## config.mk

```make
export PLATFORM = sky130hd
export DESIGN_NAME = rab_l2_req
export DESIGN_NICKNAME = d
export VERILOG_FILES = /design/src/rtl/rab_l2_req_pkg.sv /design/src/rtl/rab_l2_req_if.sv /design/src/rtl/rab_l2_req_fifo.sv /design/src/rtl/rab_l2_req.sv
export SDC_FILE = /design/constraint.sdc
export NUM_CORES = 1
export LEC_CHECK = 0
export CAP_MARGIN = 20
export CORE_MARGIN = 2
export CORE_UTILIZATION = 50
export DETAILED_ROUTE_END_ITERATION = 8
export GPL_TIMING_DRIVEN = 0
export PLACE_DENSITY = 0.76
export SYNTH_ARGS = -nofsm -noshare
export SYNTH_HDL_FRONTEND = slang
export SYNTH_SLANG_ARGS = --single-unit
```

## constraint.sdc

```tcl
create_clock -name clk_i -period 5.6 [get_ports clk_i]
set_input_delay 1.4 -clock clk_i [delete_from_list [all_inputs] [get_ports clk_i]]
set_output_delay 1.4 -clock clk_i [all_outputs]
set_load 0.01 [all_outputs]
```

## src/rtl/rab_l2_req_pkg.sv

```systemverilog
// -----------------------------------------------------------------------------
// rab_l2_req_pkg
// Shared types for the L2 TLB requester: the control FSM state encoding and
// the error codes reported on the error channel.
// -----------------------------------------------------------------------------
package rab_l2_req_pkg;

    typedef enum logic [2:0] {
        ST_IDLE  = 3'd0,
        ST_ISSUE = 3'd1,
        ST_WAIT  = 3'd2,
        ST_FWD   = 3'd3,
        ST_ERR   = 3'd4
    } state_e;

    // Encoding is visible on err_code_o, so the values are fixed.
    typedef enum logic [1:0] {
        ERR_MISS    = 2'd0,
        ERR_PROT    = 2'd1,
        ERR_MULTI   = 2'd2,
        ERR_TIMEOUT = 2'd3
    } err_code_t;

endpackage : rab_l2_req_pkg

```

## src/rtl/rab_l2_req_if.sv

```systemverilog
// -----------------------------------------------------------------------------
// rab_l2_req_if
// Valid/ready request channel carrying one L1-miss transaction
// (address, read/write flag, transaction ID).
//   master : drives valid + payload, samples ready
//   slave  : samples valid + payload, drives ready
// -----------------------------------------------------------------------------
interface rab_l2_req_if #(
    parameter int ADDR_WIDTH = 32,
    parameter int ID_WIDTH   = 4
) ();

    logic                  valid;
    logic                  ready;
    logic [ADDR_WIDTH-1:0] addr;
    logic                  rw;
    logic [ID_WIDTH-1:0]   id;

    modport master (output valid, addr, rw, id, input  ready);
    modport slave  (input  valid, addr, rw, id, output ready);

endinterface : rab_l2_req_if

```

## src/rtl/rab_l2_req_fifo.sv

```systemverilog
// -----------------------------------------------------------------------------
// rab_l2_req_fifo
// Synchronous FIFO for pending L1-miss transactions.
//   clk_i, rst_i      : clock, asynchronous active-high reset
//   push_if (slave)   : push handshake; ready = !full, so no push while full
//                       even when a pop happens in the same cycle
//   pop_i             : drop the head entry (ignored when empty)
//   full_o, empty_o   : occupancy flags
//   head_*_o          : payload of the oldest entry
// Pointers carry one extra MSB so full and empty are told apart without a
// separate counter.
// -----------------------------------------------------------------------------
module rab_l2_req_fifo #(
    parameter int ADDR_WIDTH = 32,
    parameter int ID_WIDTH   = 4,
    parameter int DEPTH      = 4
) (
    input  logic                  clk_i,
    input  logic                  rst_i,
    rab_l2_req_if.slave           push_if,
    input  logic                  pop_i,
    output logic                  full_o,
    output logic                  empty_o,
    output logic [ADDR_WIDTH-1:0] head_addr_o,
    output logic                  head_rw_o,
    output logic [ID_WIDTH-1:0]   head_id_o
);

    localparam int IDX_W  = $clog2(DEPTH);
    localparam int PTR_W  = IDX_W + 1;
    localparam int DATA_W = ADDR_WIDTH + ID_WIDTH + 1;

    logic [PTR_W-1:0]  wr_ptr_q, wr_ptr_d;
    logic [PTR_W-1:0]  rd_ptr_q, rd_ptr_d;
    logic [DATA_W-1:0] mem_q [DEPTH];
    logic              push;
    logic              pop;

    assign full_o  = (wr_ptr_q[IDX_W] != rd_ptr_q[IDX_W]) &&
                     (wr_ptr_q[IDX_W-1:0] == rd_ptr_q[IDX_W-1:0]);
    assign empty_o = (wr_ptr_q == rd_ptr_q);

    assign push_if.ready = !full_o;
    assign push          = push_if.valid && !full_o;
    assign pop           = pop_i && !empty_o;

    assign {head_rw_o, head_id_o, head_addr_o} = mem_q[rd_ptr_q[IDX_W-1:0]];

    // NOTE: every signal written in a combinational block gets a default
    // first, so no path leaves it unassigned and no latch is inferred.
    always_comb begin
        wr_ptr_d = wr_ptr_q;
        rd_ptr_d = rd_ptr_q;
        if (push) wr_ptr_d = wr_ptr_q + PTR_W'(1);
        if (pop)  rd_ptr_d = rd_ptr_q + PTR_W'(1);
    end

    // NOTE: sequential state uses non-blocking assignments so every flop
    // samples the values from before the clock edge.
    always_ff @(posedge clk_i or posedge rst_i) begin
        if (rst_i) begin
            wr_ptr_q <= '0;
            rd_ptr_q <= '0;
        end else begin
            wr_ptr_q <= wr_ptr_d;
            rd_ptr_q <= rd_ptr_d;
        end
    end

    // NOTE: the storage array has no reset; the pointers define which
    // entries are meaningful, and leaving it unreset lets it map to RAM.
    always_ff @(posedge clk_i) begin
        if (push) mem_q[wr_ptr_q[IDX_W-1:0]] <= {push_if.rw, push_if.id, push_if.addr};
    end

endmodule : rab_l2_req_fifo

```

## src/rtl/rab_l2_req.sv

```systemverilog
// -----------------------------------------------------------------------------
// rab_l2_req
// L1-miss requester for the L2 TLB. Buffers missed transactions, issues one
// lookup at a time, and routes the result:
//   hit                       -> forward channel with translated address,
//                                l2_trans_sent_o pulsed on accept
//   miss / prot / multi-hit   -> error channel (codes 0 / 1 / 2)
//   no result in time         -> error channel (code 3), l2_trans_sent_o
//                                pulsed on accept to pull the TLB out of DONE
// Ports:
//   clk_i, rst_i                       : clock, async active-high reset
//   req_*                              : L1-miss push handshake + payload
//   l1_miss_o, in_addr_o, rw_type_o    : lookup start pulse + payload
//   l2_busy_i                          : TLB busy, blocks a new lookup
//   hit/miss/prot/multiple_hit_l2_i,
//   out_addr_i                         : TLB result pulses + translation
//   l2_trans_sent_o                    : release pulse to the TLB
//   fwd_*                              : translated-transaction handshake
//   err_*                              : error handshake + addr/id/code
// -----------------------------------------------------------------------------
module rab_l2_req
    import rab_l2_req_pkg::*;
#(
    parameter int ADDR_WIDTH     = 32,
    parameter int ID_WIDTH       = 4,
    parameter int FIFO_DEPTH     = 4,
    parameter int TIMEOUT_CYCLES = 256
) (
    input  logic                  clk_i,
    input  logic                  rst_i,

    input  logic                  req_valid_i,
    output logic                  req_ready_o,
    input  logic [ADDR_WIDTH-1:0] req_addr_i,
    input  logic                  req_rw_i,
    input  logic [ID_WIDTH-1:0]   req_id_i,

    output logic                  l1_miss_o,
    output logic [ADDR_WIDTH-1:0] in_addr_o,
    output logic                  rw_type_o,
    input  logic                  l2_busy_i,
    input  logic                  hit_l2_i,
    input  logic                  miss_l2_i,
    input  logic                  prot_l2_i,
    input  logic                  multiple_hit_l2_i,
    input  logic [ADDR_WIDTH-1:0] out_addr_i,
    output logic                  l2_trans_sent_o,

    output logic                  fwd_valid_o,
    input  logic                  fwd_ready_i,
    output logic [ADDR_WIDTH-1:0] fwd_addr_o,
    output logic                  fwd_rw_o,
    output logic [ID_WIDTH-1:0]   fwd_id_o,

    output logic                  err_valid_o,
    input  logic                  err_ready_i,
    output logic [ADDR_WIDTH-1:0] err_addr_o,
    output logic [ID_WIDTH-1:0]   err_id_o,
    output logic [1:0]            err_code_o
);

    localparam int              CNT_W    = $clog2(TIMEOUT_CYCLES + 1);
    localparam logic [CNT_W-1:0] CNT_MAX  = CNT_W'(TIMEOUT_CYCLES);
    localparam logic [CNT_W-1:0] CNT_LAST = CNT_W'(TIMEOUT_CYCLES - 1);

    state_e                state_q, state_d;
    logic [CNT_W-1:0]      cnt_q, cnt_d;
    logic [ADDR_WIDTH-1:0] fwd_addr_q, fwd_addr_d;
    err_code_t             err_code_q, err_code_d;

    logic                  fifo_full;
    logic                  fifo_empty;
    logic                  pop;
    logic [ADDR_WIDTH-1:0] head_addr;
    logic                  head_rw;
    logic [ID_WIDTH-1:0]   head_id;

    // ------------------------------------------------------------------
    // Request buffer
    // ------------------------------------------------------------------
    rab_l2_req_if #(.ADDR_WIDTH(ADDR_WIDTH), .ID_WIDTH(ID_WIDTH)) req_if ();

    assign req_if.valid = req_valid_i;
    assign req_if.addr  = req_addr_i;
    assign req_if.rw    = req_rw_i;
    assign req_if.id    = req_id_i;
    // Held low while reset is asserted so every output reads 0 in reset.
    assign req_ready_o  = req_if.ready && !rst_i;

    rab_l2_req_fifo #(
        .ADDR_WIDTH (ADDR_WIDTH),
        .ID_WIDTH   (ID_WIDTH),
        .DEPTH      (FIFO_DEPTH)
    ) u_fifo (
        .clk_i       (clk_i),
        .rst_i       (rst_i),
        .push_if     (req_if.slave),
        .pop_i       (pop),
        .full_o      (fifo_full),
        .empty_o     (fifo_empty),
        .head_addr_o (head_addr),
        .head_rw_o   (head_rw),
        .head_id_o   (head_id)
    );

    // ------------------------------------------------------------------
    // State register
    // ------------------------------------------------------------------
    always_ff @(posedge clk_i or posedge rst_i) begin
        if (rst_i) begin
            state_q    <= ST_IDLE;
            cnt_q      <= '0;
            fwd_addr_q <= '0;
            err_code_q <= ERR_MISS;
        end else begin
            state_q    <= state_d;
            cnt_q      <= cnt_d;
            fwd_addr_q <= fwd_addr_d;
            err_code_q <= err_code_d;
        end
    end

    // ------------------------------------------------------------------
    // Next-state logic
    // ------------------------------------------------------------------
    always_comb begin
        state_d    = state_q;
        cnt_d      = cnt_q;
        fwd_addr_d = fwd_addr_q;
        err_code_d = err_code_q;

        unique case (state_q)
            ST_IDLE: begin
                if (!fifo_empty && !l2_busy_i) state_d = ST_ISSUE;
            end
            ST_ISSUE: begin
                cnt_d   = '0;
                state_d = ST_WAIT;
            end
            ST_WAIT: begin
                // Multi-hit outranks prot, prot outranks miss, any fault
                // outranks a hit.
                if (multiple_hit_l2_i) begin
                    state_d    = ST_ERR;
                    err_code_d = ERR_MULTI;
                end else if (prot_l2_i) begin
                    state_d    = ST_ERR;
                    err_code_d = ERR_PROT;
                end else if (miss_l2_i) begin
                    state_d    = ST_ERR;
                    err_code_d = ERR_MISS;
                end else if (hit_l2_i) begin
                    state_d    = ST_FWD;
                    fwd_addr_d = out_addr_i;
                end else begin
                    // Saturating count; the ERR transition fires on the
                    // TIMEOUT_CYCLES-th silent WAIT cycle.
                    if (cnt_q != CNT_MAX) cnt_d = cnt_q + CNT_W'(1);
                    if (cnt_q >= CNT_LAST) begin
                        state_d    = ST_ERR;
                        err_code_d = ERR_TIMEOUT;
                    end
                end
            end
            ST_FWD: begin
                if (fwd_ready_i) state_d = ST_IDLE;
            end
            ST_ERR: begin
                if (err_ready_i) state_d = ST_IDLE;
            end
            default: state_d = ST_IDLE;
        endcase
    end

    // ------------------------------------------------------------------
    // Output logic
    // ------------------------------------------------------------------
    always_comb begin
        l1_miss_o       = 1'b0;
        in_addr_o       = '0;
        rw_type_o       = 1'b0;
        l2_trans_sent_o = 1'b0;
        fwd_valid_o     = 1'b0;
        fwd_addr_o      = '0;
        fwd_rw_o        = 1'b0;
        fwd_id_o        = '0;
        err_valid_o     = 1'b0;
        err_addr_o      = '0;
        err_id_o        = '0;
        err_code_o      = 2'd0;
        pop             = 1'b0;

        // The head stays in place until the pop, so the lookup payload is
        // stable from ISSUE through the final handshake.
        if (state_q != ST_IDLE) begin
            in_addr_o = head_addr;
            rw_type_o = head_rw;
        end

        unique case (state_q)
            ST_ISSUE: l1_miss_o = 1'b1;
            ST_FWD: begin
                fwd_valid_o = 1'b1;
                fwd_addr_o  = fwd_addr_q;
                fwd_rw_o    = head_rw;
                fwd_id_o    = head_id;
                if (fwd_ready_i) begin
                    l2_trans_sent_o = 1'b1;
                    pop             = 1'b1;
                end
            end
            ST_ERR: begin
                err_valid_o = 1'b1;
                err_addr_o  = head_addr;
                err_id_o    = head_id;
                err_code_o  = err_code_q;
                if (err_ready_i) begin
                    // A timed-out TLB is still holding its lookup and must
                    // be released; a reported fault has already finished.
                    l2_trans_sent_o = (err_code_q == ERR_TIMEOUT);
                    pop             = 1'b1;
                end
            end
            default: ;
        endcase
    end

endmodule : rab_l2_req

```

* After elaboration in Yosys (flattened, before gate mapping) *
Memory sizes are Yosys's and may differ from the RTL's.
Index checks and enable logic that the tools add are counted.

operators by class
  $add $sub $neg = 3
  multipliers = 0
  div/mod/pow operators = 0
  order comparisons = 1
  equal/unequal tests = 19
  shifts and indexed selects = 0
  mux-type cells = 38
  bitwise logic cells = 3
  reduce and logical (&&, ||, !) cells = 17

operator list
  kind                 number
  $mux 32              3
  $mux 9               5
  $mux 3               8
  $pmux 9 s2           1
  $ne 2x2->1 const B   8
  $pmux 3 s5           1
  $mux 2               6
  $mux 1               10
  $add 9x1->9 const B  1
  $ge 9x8->1 const B   1
  $ne 9x9->1 const B   1
  $mux 4               2
  $add 3x1->3 const B  2
  $eq 3x2->1 const B   2
  $ne 6x6->1 const B   1
  $reduce_and 6->1     1
  $logic_and 1x1->1    5
  $reduce_and 5->1     1
  $logic_not 1->1      4
  $ne 4x1->1 const B   1
  $pmux 1 s2           2
  $reduce_and 4->1     1
  $reduce_bool 4->1    1
  $eq 3x1->1 const B   1
  other kinds (10)     12

storage, ports and cells
  bits in registers = 52
  bits in latches = 0
  memory bits (writable) = 148
  memory bits (read-only) = 0
  bits of input ports = 79
  output and inout bits = 113
  memories kept = 1

memories
  name          depth  bits a word  rd ports  clocked after Yosys merged registers in  wr ports  line                   text
  u_fifo.mem_q  4      37           1         0                                        1         rab_l2_req_fifo.sv:35  logic [DATA_W-1:0] mem_q [DEPTH];

* Logic depth before layout (Yosys ltp) *
Gate-level depths: netlist (run 1).

  word-level depth = 7
  mapped depth = 8
  depth with buffers taken out = 8

* Modules after synthesis *
A second synthesis (run 1) with hierarchy kept.

unflattened totals
  cell total of the unflattened synthesis = 537
  area total of the unflattened synthesis = 8730.9 sq um

modules (own cells, without submodules)
  module           times used  cells each  area an instance (sq um)
  rab_l2_req_fifo  1           245         5876.9
  rab_l2_req       1           292         2854.0

* Least setup slack after synthesis (run 1) *
Ideal clock, no wire load.

  kind = in2reg
  start point = input req_valid_i
  end point = memory u_fifo.mem_q[3][0] (netlist bit), enable pin
  setup time = 0.399 ns
  arrival time = 2.749 ns
  slack = 2.452 ns
  stages = 3
  path buffers = 0
  cells stage by stage = inv_1 -> a31oi_1 -> and2_1

between the ends
  cells in the longest elaborated chain, start to end = 3

ends and longest elaborated chain
  item                          line                   text
  start: declaration            rab_l2_req.sv:32       input logic req_valid_i,
  $logic_and 1x1->1             rab_l2_req_fifo.sv:44  assign push = push_if.valid && !full_o;
  $mux 1                        rab_l2_req_fifo.sv:73  if (push) mem_q[wr_ptr_q[IDX_W-1:0]] <= {push_if.rw, push_if.id, push_if.addr};
  $mux 1 (not written as such)  rab_l2_req_fifo.sv:73
  end: declaration              rab_l2_req_fifo.sv:35

Every way passes these cells.

* Worst setup path in the final report (run 1) *
  start point = register state_q[1]
  end point = output err_addr_o[15]

between the ends
  cells in the longest elaborated chain, start to end = 2

ends and longest elaborated chain
  item                      line               text
  start: declaration        rab_l2_req.sv:66   state_e state_q, state_d;
  start signal: assignment  rab_l2_req.sv:116  state_q <= state_d;
  $eq 3x3->1                rab_l2_req.sv:200  unique case (state_q)
  $mux 32                   rab_l2_req.sv:200
  end: declaration          rab_l2_req.sv:57   output logic [ADDR_WIDTH-1:0] err_addr_o,

Every way passes these cells.

==> impl_metrics.json, run 1 <==
{
  "place_congestion": 0.838,
  "startpoint_type": "flip-flop",
  "first_global_vias": 5243,
  "grt_max_degree": 32,
  "layout-drive-gt1-share_pct": 16.8,
  "post_cts_buffers": 0,
  "cp-startpoint": "state_q[1]",
  "netlist_area_um2": 8490,
  "cts_root_buf": "clkbuf_16",
  "num_rows": 47,
  "overflow": 0,
  "final_core_util_pct": 68.6,
  "p_per_area_nw_per_um2": 477,
  "htreeDepth": 4,
  "via_count": 5088,
  "power.total_w": 0.00543,
  "die_w_um": 134,
  "synthTopCellsByCount": "edfxtp_1, and2_1, dfrtp_1, mux4_2, mux2_2",
  "cap_violations": 0,
  "io-pin-count": 192,
  "reg2reg_from": "state_q[1]",
  "hold_viol_final": 0,
  "yosysTopAreaCell": "edfxtp_1",
  "grt_pass1_wl_mm": 28.1,
  "die-area_um2": 18000,
  "rsz0062_at_grt": "false",
  "place_hpwl_mm": 12.5,
  "fin_cells": 964,
  "status": "finished clean",
  "numPortBuffers": 191,
  "slew_viol_final": 0,
  "post-route-drc-count": 0,
  "viasPerCell": 5.28,
  "wl_per_cell_um": 18.6,
  "cts_buffer_depth": 2,
  "worstHoldPathType": "reg2reg",
  "setup_slack_ps": 888,
  "vdd.ir_drop.worst_uv": 280,
  "leakage_nw": 4.10,
  "post-synth-top-count-cell": "edfxtp_1",
  "drt_iter0_drc": 274,
  "end_kind": "output pin",
  "seq_area_frac_synth_pct": 67.6,
  "numCtsBuffers": 17,
  "totalWireLength_mm": 17.9,
  "fin_crit_sh_pct": 84.1,
  "max_freq_mhz": 212,
  "cts_sinks": 200,
  "synth-edff-count": 148,
  "cts_tree": "yes",
  "clkTransAtPathRegs_ps": 70,
  "arrival_ps": 3310,
  "fin_skew_ps": 13.0,
  "n_antenna_cell": 0,
  "synth_nets": 603,
  "holdBufCountCts": 0,
  "synthCells": 516,
  "fin_nets": 818,
  "post-place-ws_ps": 1250,
  "max-slew-margin-rel_pct": 39.0,
  "ys_warn_count": 0,
  "fillers": 1118,
  "ys_seq_elements": 200,
  "setup_violations": 0,
  "clock_latency_ps": 430,
  "antenna_found_initial": 1,
  "setup_tns_ps": 0,
  "grt_usage_pct": 20.6,
  "placed_cells": 932,
  "synth_area_per_cell_um2": 16.5,
  "synthToLayoutAreaGrowth_pct": 33.9,
  "tightest_slew_ps": 910,
  "layout_min_cycle_time_ps": 4710,
  "core_um2": 16600,
  "die_h_um": 134,
  "ys_types": 45,
  "synth_ff_type": "edfxtp_1",
  "holdCritStartpoint": "u_fifo.wr_ptr_q[2]",
  "initial_utilization_pct": 51.2,
  "yosys.area.top_type_share_pct": 52.3,
  "cts_resized": 0,
  "drt-pass1-iter-count": 4,
  "synthArstFlopShare_pct": 26.0,
  "required_ps": 4200,
  "ant_nets": 0,
  "worstSetupPathType": "reg2out",
  "crit_fanout": 10,
  "synthTopCellsByArea": "edfxtp_1, dfrtp_1, mux4_2"
}
==> layer usage <==
metal / share of wire, % / up-vias / global-route usage (%) / wire (um)
met5: 0 / - / 0 / 0
met4: 0.75 / 0 / 6.73 / 134
met3: 8.0 / 15 / 5.93 / 1440
met2: 49 / 207 / 33.7 / 8780
met1: 42 / 2509 / 26.8 / 7570
li1: - / 2357 / - / -
==> final cells by class <==
cell class                      instances  area, um^2  area share [%]
Sequential cell                       200        5750            50.5
Inverter                               13        53.8           0.473
Tap cell                              220         275            2.42
Clock inverter                         15         160            1.41
Multi-Input combinational cell        277        2580            22.7
Buffer                                 26         125            1.10
Timing Repair Buffer                  196        2010            17.7
Clock buffer                           17         425            3.74
==> cells in the final DEF (no fill, tap or decap), types with 11 or more instances in the layout <==
| cell | netlist | layout |
|---|---|---|
| and2_1 | 81 | 77 |
| clkbuf_1 | 14 | 14 |
| clkbuf_16 | 0 | 17 |
| clkdlybuf4s50_1 | 0 | 191 |
| dfrtp_1 | 52 | 52 |
| edfxtp_1 | 148 | 148 |
| inv_1 | 12 | 11 |
| mux2_2 | 34 | 34 |
| mux4_2 | 37 | 37 |
| nor2b_1 | 33 | 33 |
==> cells by family (layout without fill, tap and decap cells) <==
| family | Yosys count | count (layout) | synth area share (%) |
|---|---|---|---|
| xor+xnor | 7 | 7 | 0.722 |
| simple gates | 158 | 158 | 11.5 |
| mux | 74 | 74 | 14.7 |
| fa+ha+maj | 8 | 8 | 1.18 |
| buf+inv | 39 | 267 | 2.11 |
| flops | 200 | 200 | 67.6 |
| compound gates | 30 | 30 | 2.19 |
==> registers in the layout, summed over array words and instances, names as in the netlist <==
| signal | cells |
|---|---|
| cnt_q | 9 |
| err_code_q | 2 |
| fwd_addr_q | 32 |
| state_q | 3 |
| u_fifo.mem_q | 148 |
| u_fifo.rd_ptr_q | 3 |
| u_fifo.wr_ptr_q | 3 |
==> power by group <==
part           switching (W)  leakage (nW)  internal, W
Sequential          0.000120          2.04      0.00197
Combinational        0.00101          1.77      0.00112
Clock               0.000567         0.287     0.000634
==> metrics by stage <==
stage	hold slack, ps	area, um^2
finish	495	11400
global route	511	11400
CTS	501	11400
detailed placement	486	10800
global placement	474	10700
floorplan	461	8490
==> worst max-delay path, cell delays in order, from the launching register on <==
cell and delay (ps):
dfrtp_1 390, buf_6 140, nor3b_1 730, clkbuf_1 590, clkbuf_1 320, and2_1 180
clkdlybuf4s50_1 530
==> final timing paths <==
| check | to | slack [ps] | cells after the start |
|---|---|---|---|
| max in group asynchronous | fwd_addr_q[29] | 3730 | 3 |
| min reg2reg | u_fifo.wr_ptr_q[2] | 500 | 1 |
| min | u_fifo.wr_ptr_q[2] | 500 | 1 |
| max reg2reg | state_q[2] | 3420 | 5 |
| max | err_addr_o[15] | 890 | 6 |
| min in group asynchronous | state_q[1] | 1340 | 2 |
Note: power is estimated with default switching activity, not from simulation.
==> inputs of run 2 (changes only) <==
--- a/config.mk
+++ b/config.mk
@@ -7,10 +7,10 @@
 export LEC_CHECK = 0
 export CAP_MARGIN = 20
 export CORE_MARGIN = 2
-export CORE_UTILIZATION = 50
+export CORE_UTILIZATION = 46
 export DETAILED_ROUTE_END_ITERATION = 8
 export GPL_TIMING_DRIVEN = 0
-export PLACE_DENSITY = 0.76
+export PLACE_DENSITY = 0.73
 export SYNTH_ARGS = -nofsm -noshare
 export SYNTH_HDL_FRONTEND = slang
 export SYNTH_SLANG_ARGS = --single-unit
==> constraint.sdc (replaced) <==
create_clock -name clk_i -period 4.1 [get_ports clk_i]
set_input_delay 1.025 -clock clk_i [delete_from_list [all_inputs] [get_ports clk_i]]
set_output_delay 1.025 -clock clk_i [all_outputs]
set_load 0.01 [all_outputs]
==> run 2 against run 1 <==
  * Non-clock buffer count did not move
  * Die area rose by 8.4%
  * Worst hold slack better by 2.3 ps
  * Sequential share of layout area decreased by 0.083 points
  * Via count up 0.37%
  * Sequential power is 37% higher
  * Total power increased by 37%
  * Global-route usage down 1.2 points
  * Combinational power rose by 38%
  * Design area is 0.16% higher
  * Clock power is 37% higher
==> impl_metrics.json, run 2 (same netlist as run 1, synthesis figures left out) <==
{
  "numCtsBuffers": 17,
  "clock_latency_ps": 430,
  "num_rows": 49,
  "die-area_um2": 19600,
  "synthToLayoutAreaGrowth_pct": 34.2,
  "htreeDepth": 4,
  "tightest_slew_ps": 858,
  "setup_tns_ps": 0,
  "setup_violations": 0,
  "vdd.ir_drop.worst_uv": 424,
  "arrival_ps": 2870,
  "clock_power_share_pct": 22.0,
  "end_kind": "output pin",
  "layout_min_cycle_time_ps": 3900,
  "p_comb_share_pct": 39.4,
  "drt-pass1-iter-count": 4,
  "cts_root_buf": "clkbuf_16",
  "drt_iter0_drc": 346,
  "grt_pass1_wl_mm": 29.3,
  "wl_per_cell_um": 19.0,
  "n_antenna_cell": 0,
  "switching_share_pct": 31.4,
  "setup_slack_ps": 204,
  "worstHoldPathType": "reg2reg",
  "internal_power_w": 0.00510,
  "cts_buffer_depth": 2,
  "first_global_vias": 5402,
  "final_common_cell": "clkdlybuf4s50_1",
  "p_switching_w": 0.00233,
  "antenna_found_initial": 0,
  "post-place-ws_ps": 70.0,
  "placed_cells": 941,
  "crit_fanout": 10,
  "place_congestion": 0.880,
  "required_ps": 3070,
  "slew_viol_final": 0,
  "grt_max_degree": 39,
  "initial_utilization_pct": 47.1,
  "cts_tree": "yes",
  "core_um2": 18000,
  "rsz0062_at_grt": "false",
  "status": "finished clean",
  "die_w_um": 140,
  "power.total_w": 0.00743,
  "numPortBuffers": 191,
  "cts_sinks": 200,
  "max_freq_mhz": 257,
  "p_per_area_nw_per_um2": 652,
  "clkTransAtPathRegs_ps": 70,
  "hold_viol_final": 0,
  "post_cts_buffers": 0,
  "via_count": 5107,
  "startpoint_type": "flip-flop",
  "viasPerCell": 5.25,
  "grt_usage_pct": 19.4,
  "final_cell_mix": "clkdlybuf4s50_1, edfxtp_1, and2_1",
  "fin_skew_ps": 10.4,
  "cap_violations": 0,
  "fin_cells": 973,
  "fin_crit_sh_pct": 95.0,
  "post-route-drc-count": 0,
  "fin_nets": 818,
  "totalWireLength_mm": 18.5,
  "io-pin-count": 192,
  "whs_ps": 498,
  "worstSetupPathType": "reg2out",
  "layout-drive-gt1-share_pct": 17.3,
  "seq_power_share_pct": 38.5,
  "place_hpwl_mm": 13.0,
  "largest_reg_flops": 148,
  "die_h_um": 140,
  "leakage_nw": 4.11,
  "overflow": 0,
  "ant_nets": 0,
  "max-slew-margin-rel_pct": 42.8
}
[run 2: routing by layer]
metal	global-route usage, %	vias to the layer above	part of all wire [%]
li1	-	2360	-
met1	24.9	2543	42
met2	33.2	185	51
met3	4.65	19	6.7
met4	5.95	0	1.2
met5	0	-	0
[run 2: path summary, 6_finish.rpt]
check	from	endpoint	slack, ps	depth (start not counted)
setup / recovery	u_fifo.rd_ptr_q[0]	in_addr_o[21]	200	5
hold / removal	fwd_addr_q[1]	fwd_addr_q[1]	500	1
setup reg to reg	u_fifo.wr_ptr_q[1]	u_fifo.mem_q[3][31]	1990	4
hold reg to reg	fwd_addr_q[1]	fwd_addr_q[1]	500	1
max in group asynchronous	rst_i	fwd_addr_q[19]	2640	3
min in group asynchronous	rst_i	cnt_q[1]	950	2
[run 2: worst max-delay path: stages (launching register included)]
cell and delay, ps:
dfrtp_1 410, buf_2 350, buf_2 410, mux4_2 600, nor2b_1 160, clkdlybuf4s50_1 510
[run 2: area by class of cell]
| class | instances | area, um^2 |
|---|---|---|
| Clock inverter | 15 | 159 |
| Multi-Input combinational cell | 277 | 2580 |
| Fill cell | 1308 | 6630 |
| Buffer | 26 | 129 |
| Sequential cell | 200 | 5750 |
| Clock buffer | 17 | 425 |
| Tap cell | 229 | 287 |
| Inverter | 13 | 53.8 |
| Timing Repair Buffer | 196 | 2010 |
[run 2: power groups by stage]
stage	registers, W	clock network (W)	logic, W
after floorplan	0.00286	0	0.00164
after global placement	0.00290	0	0.00286
after detailed placement	0.00291	0	0.00297
after CTS	0.00286	0.00167	0.00300
after global routing	0.00290	0.00176	0.00317
final	0.00286	0.00164	0.00293
[run 2: what timing repair did]
action	CTS	global route
endpoints found under the hold margin	0	0
endpoints found under the setup margin	27	9
hold buffers	0	0
resized for setup	4	1
[run 2: through the flow]
| step | util [%] | cell area (um^2) |
|---|---|---|
| 2_1_floorplan | - | 8490 |
| 3_3_place_gp | 59.3 | 10700 |
| 3_5_place_dp | 59.9 | 10800 |
| 4_1_cts | 63.2 | 11400 |
| 5_1_grt | 63.2 | 11400 |
| 6_report | 63.2 | 11400 |
